File: src/rtl/demultiplexer4_pkg.sv
// Shared definitions for the 1-to-4 demultiplexer: occupancy state encoding,
// lane geometry and the one-hot lane decode helper.
package demultiplexer4_pkg;

    localparam int LANES = 4;
    localparam int SEL_W = 2;

    // Encoding 2'd3 is never entered; the FSM treats it as EMPTY if it ever appears.
    typedef enum logic [1:0] {
        DEMUX_EMPTY = 2'd0,
        DEMUX_ONE   = 2'd1,
        DEMUX_TWO   = 2'd2
    } demux_state_e;

    function automatic logic [LANES-1:0] laneDecode(input logic [SEL_W-1:0] sel);
        laneDecode = 4'b0001 << sel;
    endfunction

endpackage

File: src/rtl/demultiplexer4_skid_buffer2.sv
// Two-entry {sel,data} skid buffer with occupancy FSM; entry0 is the head,
// entry1 only fills when the head is stalled while a new word arrives.
module skid_buffer2
    import demultiplexer4_pkg::*;
#(
    parameter int WIDTH = 32
) (
    input  logic             clock,
    input  logic             reset,
    input  logic             push_i,
    input  logic             pop_i,
    input  logic [WIDTH-1:0] inData_i,
    input  logic [SEL_W-1:0] inSel_i,
    output logic             inReady_o,
    output logic             headValid_o,
    output logic [WIDTH-1:0] headData_o,
    output logic [SEL_W-1:0] headSel_o
);

    demux_state_e     state_q,     state_d;
    logic [WIDTH-1:0] headData_q,  headData_d;
    logic [SEL_W-1:0] headSel_q,   headSel_d;
    logic [WIDTH-1:0] skidData_q,  skidData_d;
    logic [SEL_W-1:0] skidSel_q,   skidSel_d;

    always_ff @(posedge clock or posedge reset) begin
        if (reset) begin
            state_q    <= DEMUX_EMPTY;
            headData_q <= '0;
            headSel_q  <= '0;
            skidData_q <= '0;
            skidSel_q  <= '0;
        end else begin
            state_q    <= state_d;
            headData_q <= headData_d;
            headSel_q  <= headSel_d;
            skidData_q <= skidData_d;
            skidSel_q  <= skidSel_d;
        end
    end

    always_comb begin
        state_d    = state_q;
        headData_d = headData_q;
        headSel_d  = headSel_q;
        skidData_d = skidData_q;
        skidSel_d  = skidSel_q;

        case (state_q)
            DEMUX_EMPTY: begin
                if (push_i) begin
                    state_d    = DEMUX_ONE;
                    headData_d = inData_i;
                    headSel_d  = inSel_i;
                end
            end
            DEMUX_ONE: begin
                if (push_i && pop_i) begin
                    headData_d = inData_i;
                    headSel_d  = inSel_i;
                end else if (push_i) begin
                    state_d    = DEMUX_TWO;
                    skidData_d = inData_i;
                    skidSel_d  = inSel_i;
                end else if (pop_i) begin
                    state_d    = DEMUX_EMPTY;
                end
            end
            DEMUX_TWO: begin
                // Full: push is impossible because inReady_o is low here.
                if (pop_i) begin
                    state_d    = DEMUX_ONE;
                    headData_d = skidData_q;
                    headSel_d  = skidSel_q;
                end
            end
            default: begin
                state_d = DEMUX_EMPTY;
            end
        endcase
    end

    assign inReady_o   = (state_q != DEMUX_TWO);
    assign headValid_o = (state_q == DEMUX_ONE) || (state_q == DEMUX_TWO);
    assign headData_o  = headData_q;
    assign headSel_o   = headSel_q;

endmodule

File: src/rtl/demultiplexer4.sv
// Registered 1-to-4 demultiplexer: steers each word of one valid/ready stream
// to exactly one of four lanes in strict FIFO order.
module demultiplexer4
    import demultiplexer4_pkg::*;
#(
    parameter int WIDTH = 32
) (
    input  logic             clock,
    input  logic             reset,
    input  logic [WIDTH-1:0] in_data,
    input  logic [SEL_W-1:0] in_sel,
    input  logic             in_valid,
    output logic             in_ready,
    output logic [WIDTH-1:0] out_data,
    output logic [SEL_W-1:0] out_sel,
    output logic [LANES-1:0] out_valid,
    input  logic [LANES-1:0] out_ready
);

    logic push;
    logic pop;
    logic headValid;

    assign push = in_valid & in_ready;

    // Only the head lane's ready matters, which is what gives head-of-line blocking.
    assign pop = headValid & out_ready[out_sel];

    assign out_valid = headValid ? laneDecode(out_sel) : '0;

    skid_buffer2 #(
        .WIDTH (WIDTH)
    ) u_skid (
        .clock       (clock),
        .reset       (reset),
        .push_i      (push),
        .pop_i       (pop),
        .inData_i    (in_data),
        .inSel_i     (in_sel),
        .inReady_o   (in_ready),
        .headValid_o (headValid),
        .headData_o  (out_data),
        .headSel_o   (out_sel)
    );

endmodule

File: config.mk
export PLATFORM = sky130hd
export DESIGN_NAME = demultiplexer4
export DESIGN_NICKNAME = d
export VERILOG_FILES = /design/src/rtl/demultiplexer4_pkg.sv /design/src/rtl/demultiplexer4_skid_buffer2.sv /design/src/rtl/demultiplexer4.sv
export SDC_FILE = /design/constraint.sdc
export NUM_CORES = 1
export LEC_CHECK = 0
export BUFFER_PORTS_ARGS = -buffer_cell sky130_fd_sc_hd__clkbuf_2
export CAP_MARGIN = 5
export CORE_MARGIN = 2
export CORE_UTILIZATION = 50
export CTS_BUF_LIST = sky130_fd_sc_hd__clkbuf_8
export DETAILED_ROUTE_END_ITERATION = 12
export GPL_ROUTABILITY_DRIVEN = 0
export HOLD_SLACK_MARGIN = 0.08
export PLACE_DENSITY = 0.78
export SLEW_MARGIN = 5
export SYNTH_ARGS = -nofsm -noshare
export SYNTH_HDL_FRONTEND = slang
export SYNTH_SLANG_ARGS = --single-unit
File: constraint.sdc
create_clock -name clock -period 2.3 [get_ports clock]
set_input_delay 0.23 -clock clock [delete_from_list [all_inputs] [get_ports clock]]
set_output_delay 0.23 -clock clock [all_outputs]
set_load 0.005 [all_outputs]
==> implementation parameters <==
Parameter                              Value

STA
  Total of endpoints with negative setup slack in the final report ... 0
  Largest clock skew in the final design ... 0.007660 ns
  Slew headroom ... 54.81%
  Timing-limited maximum frequency ... 442.7 MHz
  Number of slew-limit violations in the final report ... 0
  Post-Route Hold Slack ... 0.1373 ns
  Tmin final ... 2.259 ns
  Final critical-path share of the clock period ... 98.22%
  Worst Max-Slew Pin Slew ... 0.6769 ns
  Number of hold violations in the final report ... 0

Route
  Total via count in the routed design ... 2046
  DR pass1 iterations ... 4
  Via-to-Cell Ratio ... 5.193
  Sum of routed wire length over all layers ... 6724 um
  Routed wirelength normalized by instance count ... 17.07 um
  Remaining number of nets flagged by the antenna check after routing ... 0
  Number of remaining DRC errors ... 0
  DRC marker count from the first detailed-route iteration ... 68

Critical path
  Kind of end point of the critical path ... flop
  Worst-path fanout max ... 9
  Number of buffer and inverter instances along the worst setup path ... 2
  Worst path slowest cell ... sky130_fd_sc_hd__or4_4
  Crit path arrival time ... 2.47 ns
  Crit-path cells ... inv_1 -> ha_4 -> nand2_1 -> o22a_1 -> or4_4 -> nand3_4 -> buf_12 -> mux2_2
  Kind of start point of the critical path ... flop
  Delay of the slowest cell on the worst path ... 0.44 ns
  Cell family contributing the most delay on the critical path ... simple AND/OR/NAND/NOR gates
  CP Class ... flop to flop
  Required time of the critical path ... 2.52 ns

Clock tree
  Maximum level of the CTS H-tree ... 3
  Buffer levels on the longest clock path ... 2
  Root buffer selected by CTS ... sky130_fd_sc_hd__clkbuf_8
  CTS tree ... built
  TritonCTS Sinks ... 70
  Later-pin clock latency in the skew report ... 0.33 ns
  Total clock buffers created by CTS ... 9
  Clock transition at the registers of the reported paths ... 0.07 ns

Final layout
  Net count of the finished layout ... 357
  P&R area growth vs syn ... 24.73%
  Leading cell types in the layout, fill and taps excluded ... sky130_fd_sc_hd__clkbuf_2 (79), sky130_fd_sc_hd__mux2_2 (72), sky130_fd_sc_hd__dfrtp_1 (70)
  Number of standard cells in the final layout excluding fillers ... 394
  Most common cell after layout, fill and taps aside ... sky130_fd_sc_hd__clkbuf_2
  Fraction of layout cells with a size suffix above 1 ... 68.45%
  Antenna Cells ... 0
  Post-layout util ... 65.03%

GRT
  Global route overflow ... 0
  Largest net degree at the start of global routing ... 41
  Initial antenna violation count ... 0
  Global-route usage over all layers ... 18.79%
  First-pass GRT wire length ... 10530 um
  Via count of the first global-routing pass ... 2148

Yosys
  Nets in the synthesized netlist ... 260
  Leading cell types by total area after synthesis ... sky130_fd_sc_hd__dfrtp_1 (53%), sky130_fd_sc_hd__mux2_2 (24%), sky130_fd_sc_hd__mux2_4 (13%)
  Cell variety after synth ... 21
  Mapped Cells ... 215
  Cell accounting for the most synthesized area ... sky130_fd_sc_hd__dfrtp_1
  Sequential area share after synthesis ... 52.61%
  Fraction of synthesized cell area taken by the top area cell type ... 52.61%
  Synth warnings ... 0
  Netlist Area Pre-Place ... 0.003329 mm2
  Post-synthesis area per instance ... 15.49 um2
  Synthesis-stage register bit count ... 70

Status
  Outcome ... finished clean

Job
  Max cap viols ... 0

Power and ir drop
  Largest vdd supply drop ... 0.0007240 V
  Total Power ... 0.005910 W
  P_leak ... 1.996 nW
  Total power per unit cell area ... 1423 mW/mm2

Floorplanning
  Starting utilization of the core area ... 52.14%
  Area enclosed by the die boundary ... 0.007327 mm2
  Die span in y ... 85.60 um
  Die width ... 85.60 um
  Top-level I/O count ... 80
  Rows ... 29
  Placeable core region ... 0.006386 mm2

Place
  HPWL after detailed placement ... 4443 um
  Count of input and output buffers ... 79
  Placed insts ... 372

Worst hold path
  Worst min-delay path category ... input port to flop
==> logic make-up (layout without fill, tap and decap cells) <==
kind of cell | count (synthesis) | count (layout) | synth area share [%]
AO/OA/AOI/OAI | 5 | 5 | 1.090
adder cells (fa/ha/maj) | 4 | 4 | 1.503
buffers and inverters | 16 | 118 | 3.382
flip-flops | 70 | 70 | 52.61
multiplexers | 106 | 106 | 38.93
AND/OR/NAND/NOR | 14 | 14 | 2.480
==> final timing paths <==
path                                  startpoint                     to  slack (ns)  depth (start not counted)
min                                  in_data[13]  u_skid.skidData_q[13]        0.14                          2
max reg2reg                    u_skid.state_q[1]  u_skid.headData_o[15]        0.04                          8
min in group asynchronous                  reset   u_skid.headData_o[3]        0.55                          3
min reg2reg                u_skid.skidData_q[30]  u_skid.skidData_q[30]        0.50                          1
max in group asynchronous                  reset  u_skid.headData_o[28]        1.08                          4
max                            u_skid.state_q[1]  u_skid.headData_o[15]        0.04                          8
==> sequential cells by signal, summed over array words and instances, names as in the netlist <==
signal,count
u_skid.skidData_q,32
u_skid.headSel_o,2
u_skid.headData_o,32
u_skid.skidSel_q,2
u_skid.state_q,2
==> worst reg2reg max path: stages, from the launching register on <==
cell and delay (ns):
sky130_fd_sc_hd__dfrtp_1 0.35, sky130_fd_sc_hd__inv_1 0.08, sky130_fd_sc_hd__ha_4 0.27, sky130_fd_sc_hd__nand2_1 0.08
sky130_fd_sc_hd__o22a_1 0.26, sky130_fd_sc_hd__or4_4 0.44, sky130_fd_sc_hd__nand3_4 0.16, sky130_fd_sc_hd__buf_12 0.17
sky130_fd_sc_hd__mux2_2 0.34
==> layer usage <==
metal | GRT usage (%) | part of all wire, % | vias to the layer above
met5 | 0 | 0 | -
met1 | 23.83 | 45 | 1038
met4 | 6.782 | 1.2 | 0
li1 | - | - | 959
met3 | 4.235 | 3.5 | 6
met2 | 31.75 | 50 | 43
==> timing repair <==
action | 4_1_cts | 5_1_grt
buffers inserted | 0 | 2
endpoints found under the setup margin | 0 | 33
hold endpoints to repair | 30 | 0
gates resized for setup | 0 | 2
hold buffers | 1 | 0
==> Yosys cell counts (all sizes together) <==
master / instances
o21bai: 1
o22a: 1
clkbuf: 4
mux2i: 5
nand2: 3
nand3: 1
nor3: 1
ha: 4
inv: 6
nor2: 5
o21ai: 1
o211a: 1
or4: 1
a21oi: 1
mux2: 101
nand4: 1
buf: 6
nand2b: 2
dfrtp: 70
==> through the flow <==
step                      TNS [ns]  instance area [um2]  setup slack [ns]
after detailed placement         0                 3854           0.01366
final                            0                 4153           0.04089
after global placement           0                 3854           0.07547
after CTS                        0                 4064          0.001438
after global routing      -0.09772                 4153          -0.01296
after floorplan                  0                 3329            0.1119
==> area by class of cell <==
class	count	area, um2
inverter	6	22.52
timing repair buffer	96	601.8
multi-input combinational	129	1480
fill	491	2233
clock buffer	11	151.4
sequential	70	1752
clock inverter	5	48.80
tap	77	96.34
==> report_power, final <==
group / switching, W / total (W) / internal (W)
Combinational: 0.00100 / 0.00269 / 0.00169
Sequential: 0.000357 / 0.00224 / 0.00188
Clock: 0.000431 / 0.000982 / 0.000551
Power figures use the tool's default switching activity.
